<file path="config.mk">
export PLATFORM = sky130hd
export DESIGN_NAME = multich_mic_dma
export DESIGN_NICKNAME = d
export VERILOG_FILES = /design/src/rtl/multich_mic_dma.sv
export SDC_FILE = /design/constraint.sdc
export NUM_CORES = 1
export LEC_CHECK = 0
export BUFFER_PORTS_ARGS = -buffer_cell sky130_fd_sc_hd__clkbuf_2
export CAP_MARGIN = 10
export CORE_MARGIN = 2
export CORE_UTILIZATION = 50
export CTS_CLUSTER_DIAMETER = 200
export DETAILED_ROUTE_END_ITERATION = 7
export PLACE_DENSITY = 0.7
export SYNTH_ARGS = -nofsm -noshare
export SYNTH_HDL_FRONTEND = slang
export SYNTH_SLANG_ARGS = --single-unit
</file>
<file path="constraint.sdc">
create_clock -name CLK -period 5.7 [get_ports CLK]
set_clock_uncertainty 0.1 [all_clocks]
set_input_delay 0.285 -clock CLK [delete_from_list [all_inputs] [get_ports CLK]]
set_output_delay 0.285 -clock CLK [all_outputs]
set_load 0.05 [all_outputs]
</file>
<file path="src/rtl/multich_mic_dma.sv">
// Multichannel microphone capture DMA: planar sample layout over an Avalon-MM master.
// Optional circular capture is enabled by defining MIC_DMA_CIRCULAR_EN.
module multich_mic_dma #(
  parameter int NUM_CH = 4,
  parameter int DATA_W = 32
) (
  input  logic                     CLK,
  input  logic                     RESET,
  output logic [31:0]              AM_ADDR,
  output logic                     AM_WRITE,
  output logic [31:0]              AM_WRITEDATA,
  output logic [3:0]               AM_BYTEENABLE,
  input  logic                     AM_WAITREQUEST,
  input  logic [NUM_CH*DATA_W-1:0] mic_data,
  input  logic                     mic_valid,
  input  logic                     start,
  input  logic [31:0]              start_address,
  input  logic [31:0]              number_samples,
  output logic                     FINISHED,
  output logic                     BUSY,
  output logic                     overrun
);

  localparam int CW = (NUM_CH > 1) ? $clog2(NUM_CH) : 1;
  localparam logic [CW-1:0] LAST_CH = CW'(NUM_CH - 1);

  typedef enum logic [1:0] {
    IDLE,
    WAIT_FRAME,
    WRITE,
    DONE
  } state_t;

  state_t state_q, state_d;
  logic [31:0] base_q, base_d;
  logic [31:0] len_q, len_d;
  logic [31:0] n_q, n_d;
  logic [31:0] addr_q, addr_d;
  logic [CW-1:0] c_q, c_d;
  logic [NUM_CH*DATA_W-1:0] frame_q, frame_d;
  logic ovr_q, ovr_d;
  logic stop_q, stop_d;
  logic pulse_q, pulse_d;
  logic [31:0] n_inc;
  logic [DATA_W-1:0] sample;

  // State register and datapath flops, synchronous reset
  always_ff @(posedge CLK) begin
    if (RESET) begin
      state_q <= IDLE;
      base_q  <= '0;
      len_q   <= '0;
      n_q     <= '0;
      addr_q  <= '0;
      c_q     <= '0;
      frame_q <= '0;
      ovr_q   <= 1'b0;
      stop_q  <= 1'b0;
      pulse_q <= 1'b0;
    end else begin
      state_q <= state_d;
      base_q  <= base_d;
      len_q   <= len_d;
      n_q     <= n_d;
      addr_q  <= addr_d;
      c_q     <= c_d;
      frame_q <= frame_d;
      ovr_q   <= ovr_d;
      stop_q  <= stop_d;
      pulse_q <= pulse_d;
    end
  end

  // Next-state: frame capture, per-channel write walk, completion
  always_comb begin
    state_d = state_q;
    base_d  = base_q;
    len_d   = len_q;
    n_d     = n_q;
    addr_d  = addr_q;
    c_d     = c_q;
    frame_d = frame_q;
    ovr_d   = ovr_q;
    stop_d  = stop_q;
    pulse_d = 1'b0;
    n_inc   = n_q + 32'd1;
    unique case (state_q)
      IDLE: begin
        if (start) begin
          base_d = start_address;
          len_d  = number_samples;
          n_d    = '0;
          c_d    = '0;
          stop_d = 1'b0;
          if (number_samples == 32'd0) begin
            state_d = DONE;
          end else begin
            state_d = WAIT_FRAME;
            ovr_d   = 1'b0;
          end
        end
      end
      WAIT_FRAME: begin
        if (!start) begin
          state_d = DONE;
        end else if (mic_valid) begin
          frame_d = mic_data;
          c_d     = '0;
          addr_d  = base_q + {n_q[29:0], 2'b00};
          state_d = WRITE;
        end
      end
      WRITE: begin
        if (mic_valid) ovr_d = 1'b1;
        if (!start) stop_d = 1'b1;
        if (!AM_WAITREQUEST) begin
          if (c_q != LAST_CH) begin
            c_d    = c_q + CW'(1);
            addr_d = addr_q + {len_q[29:0], 2'b00};
          end else begin
            c_d     = '0;
            n_d     = n_inc;
            state_d = WAIT_FRAME;
            if (n_inc == len_q) begin
`ifdef MIC_DMA_CIRCULAR_EN
              n_d     = '0;
              pulse_d = 1'b1;
`else
              state_d = DONE;
`endif
            end
            if (stop_q || !start) state_d = DONE;
          end
        end
      end
      DONE: begin
        if (!start) state_d = IDLE;
      end
      default: state_d = IDLE;
    endcase
  end

  // Output decode; write data is the current channel, zero-extended
  always_comb begin
    sample       = frame_q[c_q*DATA_W +: DATA_W];
    AM_WRITEDATA = '0;
    if (state_q == WRITE) AM_WRITEDATA[DATA_W-1:0] = sample;
    AM_WRITE      = (state_q == WRITE);
    AM_ADDR       = addr_q;
    AM_BYTEENABLE = 4'hF;
    BUSY          = (state_q == WAIT_FRAME) || (state_q == WRITE);
    FINISHED      = (state_q == DONE) || pulse_q;
    overrun       = ovr_q;
  end

endmodule

</file>
==> results.txt <==
- Number of buffers inserted by hold repair at cts: 193
- At the end of the flow, the number of nets in the layout was ~2500.
- Worst vdd ir: ~210 uV
* Flop and latch count out of synthesis: 262
- Crit-path leading delay family: compound AO/OA/AOI/OAI gates
- Min setup slack post-route: about 2.2 ns
* Share of synthesized registers carrying an async set or reset: 0%
* Setup Fix Bufs, Post-CTS: 0
- Measured along the x axis, the die boundary spans around 180 um.
* Number of ports placed on the die boundary: between 200 and 300
* Post-route core utilization: 66.54%
* Via Count: 15418
- Sum of buffers and inverters on the critical path: 1
- The first global-routing pass estimated 79560 um of wire.
- Along the worst path, the maximum fanout reaches 8.
- Clock tree buffer depth: 3
- Routability-driven placement finished with a final weighted congestion of 0.9398.
- Summed over all layers, the routed wires come to ~50000 um.
* Synth area leader: sky130_fd_sc_hd__dfxtp_1
- Setup crit start kind: flip-flop
- The number of antenna violations at the first check in global routing came to 3.
* Place WS: around 2.3 ns
* Layout cells sized above 1: 16.93%
- Entering global routing, the biggest net connects 104 pins.
- The run finished with clean final reports.
* H-Tree Depth: 1
* Fill cell total of the finished layout: 2331
* Clock period minus worst slack: 3.471 ns
- Die outline height: approximately 180 um
* Count of final setup violators: 0
- TritonCTS clock tree: yes
- For this run, the total global-route usage over all layers was measured as 31.85%.
- Cells traversed along the worst timing path: ha_1 -> a21o_1 -> a211oi_1 -> o21bai_1 -> a21oi_2 -> o31ai_1 -> buf_4 -> a21bo_2 -> a2111oi_0 -> a2111oi_0 -> a2111oi_0
- After layout, the worst path uses 60.90% of the clock period.
* Final count of pins violating max slew: 0
- Once the clock tree was built, the resizer swapped 0 gates to a different size.
- The detail route stage leaves a number of antenna-violating nets equal to 0.
- Synth warn: 0
- Buffer type at the clock tree root: sky130_fd_sc_hd__clkbuf_16
- The netlist uses 82 different library cells.
* Power per cell area: about 350 nW/um^2
- Clock tree synthesis found a total of 262 sinks.
- Critical Path AT: about 3.8 ns
- In this run the worst setup path begins at n_q[7].
- After clock tree synthesis, the clock-pin slew on the worst setup and hold paths is 0.06 ns.
* Port Buffer Count: about 260
* Path category of the worst min-delay check: in -> reg
- Once detailed placement completed, the half-perimeter wirelength came to 32060 um.
* Worst-Skew Late Latency: around 0.59 ns
- Syn avg cell area: approximately 7.8 sq um
- Full die area: 30850 sq um
- For this configuration, the core starts out at a cell density of just over 50%.
- Transition time of the tightest slew-check pin: around 1.1 ns
- Summed over all layers, the global routing overflow is 0.
- Total clock buffers created by CTS: 30
* Ranking of synthesized cells by instance count: sky130_fd_sc_hd__nand2_1, sky130_fd_sc_hd__a21oi_1, sky130_fd_sc_hd__dfxtp_1
* Leakage dissipation: 7.828 nW
* Required time reported for the critical path endpoint: 6.02 ns
- Before antenna repair, the detailed router went through 5 iterations.
- Relative slew margins: between 20% and 30%
* Unrepaired setup endpoints after global routing: false
- Critical-path cell with the highest stage delay: sky130_fd_sc_hd__dfxtp_1
* Max cap viols: 0
- Among all flip-flop cells after synthesis, the most frequent one is sky130_fd_sc_hd__dfxtp_1.
- Summed over all failing endpoints, the final setup total negative slack is 0 ns.
- Area share of the leading cell type in the synthesized netlist: 35.60%
* Total number of placement rows: 62
- Remaining DRCs: 0
- The cell count after synthesis came out at 1884.
- Crit-path most repeated cell: sky130_fd_sc_hd__a2111oi_0
- By startpoint and endpoint, the worst setup path is classified as reg -> reg.
- Start point of the worst min-delay path: start
* Critical register-to-register path startpoint: n_q[7]
- Routed len/inst: 18.68 um
* Part of the Yosys area used for sequential elements: a little over a third
- Post-synth EDFFs: 0
- On the worst path, the slowest cell contributes a delay of 0.52 ns.
- Timing would allow up to 0.2881 GHz.
- Ranked by total cell area, the synthesized netlist is headed by sky130_fd_sc_hd__dfxtp_1, sky130_fd_sc_hd__nand2_1, sky130_fd_sc_hd__a21oi_1.
- Category of the worst setup path capture point: flip-flop
- Vias per inst: between 5 and 6
- After the first detailed-routing iteration, the DRC count stood at between 1000 and 1500.
- The core region is 28860 sq um.
- The number of endpoints with negative hold slack in the final report came to 0.
- The number of global-route vias before repair is 15092.
* Most numerous cell in the Yosys netlist: sky130_fd_sc_hd__nand2_1
* Post-Synthesis Cell Area: around 15000 sq um
* P&R area growth vs syn: 30.35%
==> sequential cells by signal, indices dropped and copies added (netlist names) <==
| name | flops |
|---|---|
| frame_q | 128 |
| AM_ADDR | 32 |
| base_q | 32 |
| len_q | 32 |
| n_q | 32 |
| c_q | 2 |
| state_q | 2 |
| overrun | 1 |
| stop_q | 1 |
==> layout by cell type, fill, tap and decap left out, types with 6 or more instances in the layout <==
master,count
sky130_fd_sc_hd__nor4_1,16
sky130_fd_sc_hd__a31oi_1,22
sky130_fd_sc_hd__xnor2_1,56
sky130_fd_sc_hd__clkbuf_2,263
sky130_fd_sc_hd__nand2_1,457
sky130_fd_sc_hd__o21bai_1,7
sky130_fd_sc_hd__a2111oi_0,8
sky130_fd_sc_hd__or3_1,10
sky130_fd_sc_hd__a211oi_1,21
sky130_fd_sc_hd__nor2_1,89
sky130_fd_sc_hd__clkbuf_16,30
sky130_fd_sc_hd__mux2i_1,10
sky130_fd_sc_hd__a21o_1,19
sky130_fd_sc_hd__clkbuf_1,6
sky130_fd_sc_hd__inv_1,30
sky130_fd_sc_hd__nand4_1,12
sky130_fd_sc_hd__dlygate4sd3_1,193
sky130_fd_sc_hd__ha_1,64
sky130_fd_sc_hd__dfxtp_1,261
sky130_fd_sc_hd__nand2b_1,17
sky130_fd_sc_hd__nor2b_1,10
sky130_fd_sc_hd__nor3_1,29
sky130_fd_sc_hd__and3_1,17
sky130_fd_sc_hd__buf_4,13
sky130_fd_sc_hd__nor3b_1,7
sky130_fd_sc_hd__clkbuf_8,12
sky130_fd_sc_hd__and2_1,36
sky130_fd_sc_hd__o211ai_1,11
sky130_fd_sc_hd__mux4_2,32
sky130_fd_sc_hd__o21ai_0,76
sky130_fd_sc_hd__xor2_1,30
sky130_fd_sc_hd__a21oi_1,286
sky130_fd_sc_hd__o21a_1,12
sky130_fd_sc_hd__nand3_1,27
==> path summary, 6_finish.rpt <==
check / to / slack, ns / depth (start not counted)
worst max register to register: AM_ADDR[29] / 2.23 / 11
worst min-delay path: stop_q / 0.08 / 4
worst min register to register: frame_q[64] / 0.35 / 2
worst max-delay path: AM_ADDR[29] / 2.23 / 11
==> tightest hold or removal path: cells and delay by family <==
kind / cells / cell delay (ns)
AOI/OAI and AO/OA: 2 / 0.18
buffers and inverters: 1 / 0.15
and+or+nand+nor: 1 / 0.11
==> logic make-up after synthesis <==
family	after synthesis	share of synthesized area [%]
AOI/OAI and AO/OA	515	20.48
other	1	0.02546
and+or+nand+nor	760	23.26
muxes	43	5.648
buffers and inverters	150	4.077
DFF	262	35.60
xor gates and xnor gates	86	5.113
adders and majority gates	67	5.792
==> area by class of cell <==
cell class | instances | area [sq um] | area share (%)
antenna | 3 | 7.507 | 0.03910
clock buffer | 47 | 924.6 | 4.815
clock inverter | 8 | 140.1 | 0.7298
inverter | 30 | 112.6 | 0.5864
multi-input combinational | 1475 | 8931 | 46.51
sequential | 262 | 5246 | 27.32
tap | 384 | 480.5 | 2.502
timing repair buffer | 470 | 3359 | 17.50
==> through the flow <==
step | instances | cell area (sq um) | hold WS [ns] | power [mW]
floorplan | 1887 | 14740 | 0.3210 | 3.917
global placement | 2428 | 16200 | 0.3393 | 4.545
detailed placement | 2428 | 16200 | 0.3444 | 4.566
CTS | 2676 | 19190 | 0.05613 | 6.723
global route | 2679 | 19200 | 0.1377 | 7.117
finish | 2679 | 19200 | 0.08049 | 6.754
==> routing by layer <==
layer / up-vias / GRT usage (%) / part of all wire [%]
met5: - / 0 / 0
met4: 0 / 9.883 / 3.0
met3: 103 / 5.368 / 7.8
met2: 693 / 53.64 / 47
met1: 7246 / 41.85 / 42
li1: 7376 / - / -
==> power by group <==
part,switching [mW],internal [mW],leakage (nW)
combinational,1.59,0.831,5.17
sequential,0.225,2.06,2.13
clock,0.805,1.25,0.525
Power figures use the tool's default switching activity.
